**src/rtl/rf_wb_arbiter.sv**
```systemverilog
// Register-file write-port arbiter: pipeline writeback (A) always wins over a
// multi-cycle unit (B); also tracks B-bound destinations in a busy scoreboard.
module rf_wb_arbiter #(
  parameter int XLEN         = 32,
  parameter int STARVE_LIMIT = 4,
  parameter int CNT_W        = 3
) (
  input  logic            clk,
  input  logic            rst,
  input  logic            a_we,
  input  logic [4:0]      a_rd,
  input  logic [XLEN-1:0] a_data,
  input  logic            b_valid,
  input  logic [4:0]      b_rd,
  input  logic [XLEN-1:0] b_data,
  output logic            b_ready,
  input  logic            mark_valid,
  input  logic [4:0]      mark_rd,
  input  logic [4:0]      q_rs1,
  input  logic [4:0]      q_rs2,
  input  logic [4:0]      q_rd,
  output logic            q_rs1_busy,
  output logic            q_rs2_busy,
  output logic            q_rd_busy,
  output logic            wr_we,
  output logic [4:0]      wr_wn,
  output logic [XLEN-1:0] wr_data,
  output logic            pipe_hold,
  output logic            err
);

  localparam logic [CNT_W-1:0] CNT_MAX  = {CNT_W{1'b1}};
  localparam logic [CNT_W-1:0] CNT_TRIP = CNT_W'(STARVE_LIMIT - 1);

  logic [31:0]      busy_q, busy_d;
  logic [CNT_W-1:0] starve_q, starve_d;
  logic             hold_d, err_q, err_d;
  logic             pend_q;   // B was refused last cycle and owes a re-presentation
  logic             xfer, refused, set_en, clear_en;

  // NOTE: every signal driven here gets a default before any branch, so no
  // path can leave it unassigned and infer a latch.
  always_comb begin
    b_ready = 1'b0;
    wr_wn   = '0;
    wr_data = '0;
    wr_we   = 1'b0;
    if (!rst) begin
      if (a_we) begin
        wr_wn   = a_rd;
        wr_data = a_data;
      end else if (b_valid) begin
        wr_wn   = b_rd;
        wr_data = b_data;
        b_ready = 1'b1;
      end
      wr_we = (a_we | (b_valid & b_ready)) & (wr_wn != 5'd0);
    end
  end

  assign xfer     = b_valid & b_ready;
  assign refused  = b_valid & a_we;
  assign clear_en = xfer & (b_rd != 5'd0);
  assign set_en   = mark_valid & (mark_rd != 5'd0);

  // A same-cycle set overrides a clear of the same register.
  always_comb begin
    busy_d = '0;
    for (int i = 1; i < 32; i++) begin
      busy_d[i] = (set_en & (mark_rd == 5'(i))) |
                  (busy_q[i] & ~(clear_en & (b_rd == 5'(i))));
    end
  end

  always_comb begin
    err_d = err_q;
    if (a_we & pipe_hold)                                       err_d = 1'b1;
    if (pend_q & ~b_valid)                                      err_d = 1'b1;
    if (set_en & busy_q[mark_rd] & ~(clear_en & (b_rd == mark_rd))) err_d = 1'b1;
    if (clear_en & ~busy_q[b_rd])                               err_d = 1'b1;
    if (a_we & (a_rd != 5'd0) & busy_q[a_rd])                   err_d = 1'b1;
  end

  always_comb begin
    starve_d = '0;
    if (refused) starve_d = (starve_q == CNT_MAX) ? starve_q : starve_q + 1'b1;
    hold_d = pipe_hold;
    if (refused && starve_q >= CNT_TRIP) hold_d = 1'b1;
    else if (xfer)                       hold_d = 1'b0;
  end

  // NOTE: the scoreboard is a bank of flops, not RAM, so it is cleared by
  // reset like any other state; stale busy bits would stall issue forever.
  always_ff @(posedge clk or posedge rst) begin
    if (rst) begin
      busy_q    <= '0;
      starve_q  <= '0;
      pipe_hold <= 1'b0;
      err_q     <= 1'b0;
      pend_q    <= 1'b0;
    end else begin
      // NOTE: non-blocking assignments so every flop samples pre-edge values.
      busy_q    <= busy_d;
      starve_q  <= starve_d;
      pipe_hold <= hold_d;
      err_q     <= err_d;
      pend_q    <= refused;
    end
  end

  assign err        = err_q;
  assign q_rs1_busy = ~rst & (q_rs1 != 5'd0) & busy_q[q_rs1];
  assign q_rs2_busy = ~rst & (q_rs2 != 5'd0) & busy_q[q_rs2];
  assign q_rd_busy  = ~rst & (q_rd  != 5'd0) & busy_q[q_rd];

endmodule
```
**config.mk**
```make
export PLATFORM = sky130hd
export DESIGN_NAME = rf_wb_arbiter
export DESIGN_NICKNAME = d
export VERILOG_FILES = /design/src/rtl/rf_wb_arbiter.sv
export SDC_FILE = /design/constraint.sdc
export NUM_CORES = 1
export LEC_CHECK = 0
export ABC_AREA = 1
export CORE_MARGIN = 2
export CORE_UTILIZATION = 42
export CTS_CLUSTER_DIAMETER = 200
export CTS_CLUSTER_SIZE = 16
export DETAILED_ROUTE_END_ITERATION = 10
export PLACE_DENSITY = 0.78
export SLEW_MARGIN = 15
export SYNTH_ARGS = -nofsm -noshare
export SYNTH_HDL_FRONTEND = slang
export SYNTH_SLANG_ARGS = --single-unit
```
**constraint.sdc**
```tcl
create_clock -name clk -period 4.45 [get_ports clk]
set_input_delay 1.335 -clock clk [delete_from_list [all_inputs] [get_ports clk]]
set_output_delay 1.335 -clock clk [all_outputs]
set_load 0.03 [all_outputs]
```
==> summary.md <==
| Metric | Value |
|---|---|
| Fmax | 0.2296 GHz |
| CP Data Required Time | 3120 ps |
| Final instance area | 5737 um2 |
| Cts bufs inserted | 5 |
| Die W | 102.3 um |
| R2R depth | 12 |
| Clock latency on the worst-skew pair | 290 ps |
| Reg2reg setup slack | 2790 ps |
| Syn nets | 784 |
| Reg2reg start | busy_q[16] |
| Die height | 102.3 um |
| Commonest non-fill, non-tap cell in the layout | nand2_1 |
| WP buf/inv | 4 |
| Async S/R FF share, synth | 100.0% |
| CTS HTree Levels | 2 |
| Flops & latches, synth | 37 |
| Final hold violations | 0 |
| TritonCTS clock tree | built |
| Rel. slew slack | 47.27% |
| Clock Pin Slew Worst Setup and Hold Paths | 80 ps |
| Final core utilization | 61.50% |
| Filler instances | 899 |
| Peak fanout along the critical path | 5 |
| Max_cap viols | 0 |
| Worst-margin pin slew | 788.4 ps |
| Final ANT Viol Nets | 0 |
| PortBufs | 142 |
| GRT overflow | 0 |
| Die area | 10470 um2 |
| CP arrival | 3020 ps |
| NumNets Final | 924 |
| GRT Overall Usage | 32.56% |
| WL final | 18070 um |
| PD cells | 270.5 nW/um2 |
| First-pass GRT wire length | 26330 um |
| Crit. End Element | primary output |
| CP startpoint kind | input port |
| Vias in the first global route | 4931 |
| Min-delay src | starve_q[0] |
| Post-route DRC violation count | 0 |
| Post-synth EDFFs | 0 |
| Top-level I/O count | 143 |
| CP startpoint | q_rs1[1] |
| Final worst clock skew | 6.982 ps |
| Worst hold path type | register to register |
| Seq. cell area | 925.9 um2 |
| DP HPWL | 13040 um |
| Area grow syn2layout | 41.29% |
| Post-Synthesis Cell Area | 4060 um2 |
| Setup ws final | 93.74 ps |
| Final slew viol count | 0 |
| Leak | 2.557 nW |
| Core Box Area | 9328 um2 |
| Placed cell areas | 5549 um2 |
| Dpl ws | 107.7 ps |
| Final period demand of the worst path | 4356 ps |
| DR pass1 iterations | 6 |
| Vias per std cell | 5.881 |
| Initial core utilization | 43.53% |
| Multi-input gate area | 2735 um2 |
| Gpl congestion | 1.034 |
| Crit-path leading delay family | buffers and inverters |
| Most frequent cells in the layout | nand2_1 (190), o21ai_0 (124), clkdlybuf4s50_1 (103), buf_4 (63), nand3_1 (57) |
| Peak per-stage delay on the critical path | 550 ps |
| Distinct cells, synth | 30 |
| Share of layout cells above drive strength 1 | 10.81% |
| Syn Area/Cell | 5.953 um2 |
| Peak supply drop | 0.0003914 V |
| Outcome | finished, final reports clean |
| Initial antenna violation count | 0 |
| # hold bufs at CTS | 0 |
| CTS Root Buffer Type | clkbuf_8 |
| First DRT Iteration DRCs | 575 |
| Clock Sink Count | 37 |
| Slowest cell on crit path | clkdlybuf4s50_1 |
| Predominant post-synthesis flop cell | dfrtp_1 |
| Cell chain of the critical path | clkdlybuf4s50_1 > clkinvlp_4 > buf_4 > a21oi_1 > o21ai_0 > nand3_1 > o211ai_1 > nand2_1 > nand2_1 > a21oi_1 > buf_4 |
| Fin Setup TNS | 0 ps |
| Diode count | 0 |
| Yosys warns | 0 |
| Fin crit share | 97.89% |
| Crit path kind | input port to primary output |
| Routed vias | 5599 |
| Worst setup path endpoint | q_rs1_busy |
| Reg-to-reg endpoint | err |
| Per-cell routed wire length | 18.98 um |
| Pin count of the biggest net entering global routing | 38 |
| Register area share after synthesis | 22.80% |
| Final setup fails | 0 |
| FP Rows | 35 |
| Cells after Synth | 682 |
| WP depth | 11 |
| CTS Buffer Depth | 2 |
cell usage after synthesis (5+ instances only):
master,number,share of area [%]
o21ai_0,124,15
inv_2,6,0.55
a22oi_1,5,0.92
nand3_1,57,7.0
clkbuf_1,15,1.4
nor2_1,49,4.5
buf_2,17,2.1
inv_1,51,4.7
a21oi_1,44,5.4
o211ai_1,16,3.0
nand2_1,190,18
dfrtp_1,37,23
nand4_1,6,0.92
a32o_1,32,7.9
metal layers:
| metal | vias up | wire (um) | GRT usage [%] |
|---|---|---|---|
| li1 | 2654 | - | - |
| met2 | 342 | 8142 | 48.79 |
| met4 | 0 | 629 | 10.15 |
| met5 | - | 0 | 0 |
| met1 | 2550 | 7354 | 47.08 |
| met3 | 53 | 1940 | 6.703 |
sequential cells by signal, summed over array words and instances (netlist names):
signal,flops
busy_q,31
pend_q,1
starve_q,3
pipe_hold,1
err,1
cell type report:
cell class                 instances  area share [%]
inverter                          60           4.057
tap                              129           2.814
sequential                        37           16.14
timing repair buffer             171           27.31
clock buffer                       5           1.200
clock inverter                     3          0.8070
multi-input combinational        547           47.68
repair_timing:
item,in CTS,in global routing
gates resized for setup,0,6
setup endpoints to repair,0,2
setup buffers,0,9
stage by stage:
step	power, mW	hold WS (ps)	instances
floorplan	0.8774	461.5	682
global placement	1.210	476.7	935
detailed placement	1.221	496.9	935
CTS	1.513	510.0	943
global route	1.631	532.5	952
finish	1.552	509.8	952
logic make-up (layout without fill, tap and decap cells):
family / Yosys count / in the layout / synth area share, %
and+or+nand+nor: 310 / 310 / 31.37
AOI/OAI and AO/OA: 230 / 230 / 34.02
adders and majority gates: 3 / 3 / 0.9246
DFF: 37 / 37 / 22.80
buffers and inverters: 98 / 239 / 10.02
xor gates and xnor gates: 4 / 4 / 0.8628
where the power goes:
part	leakage (nW)	switching, mW	total [mW]	internal [mW]
clock	0.0543	0.128	0.296	0.168
combinational	2.07	0.375	0.649	0.275
sequential	0.435	0.204	0.607	0.402
total	2.56	0.707	1.55	0.845
worst min path at each step:
stage / endpoint / cells past startpoint
global route: starve_q[0] / 1
finish: starve_q[0] / 1
global placement: starve_q[0] / 1
floorplan: starve_q[0] / 1
CTS: starve_q[0] / 1
detailed placement: starve_q[0] / 1
worst reg2reg max path: stages, from the launching register on:
cell     delay, ps
dfrtp_1        440
inv_1          240
o21ai_0        120
nand2_1         90
nand2_1         60
nand2_1         50
nand2_1         50
nor2_1          90
nand2_1         60
nand3_1        100
nand2_1         70
nor2_1          90
nand2_1         70
Power figures use the tool's default switching activity.
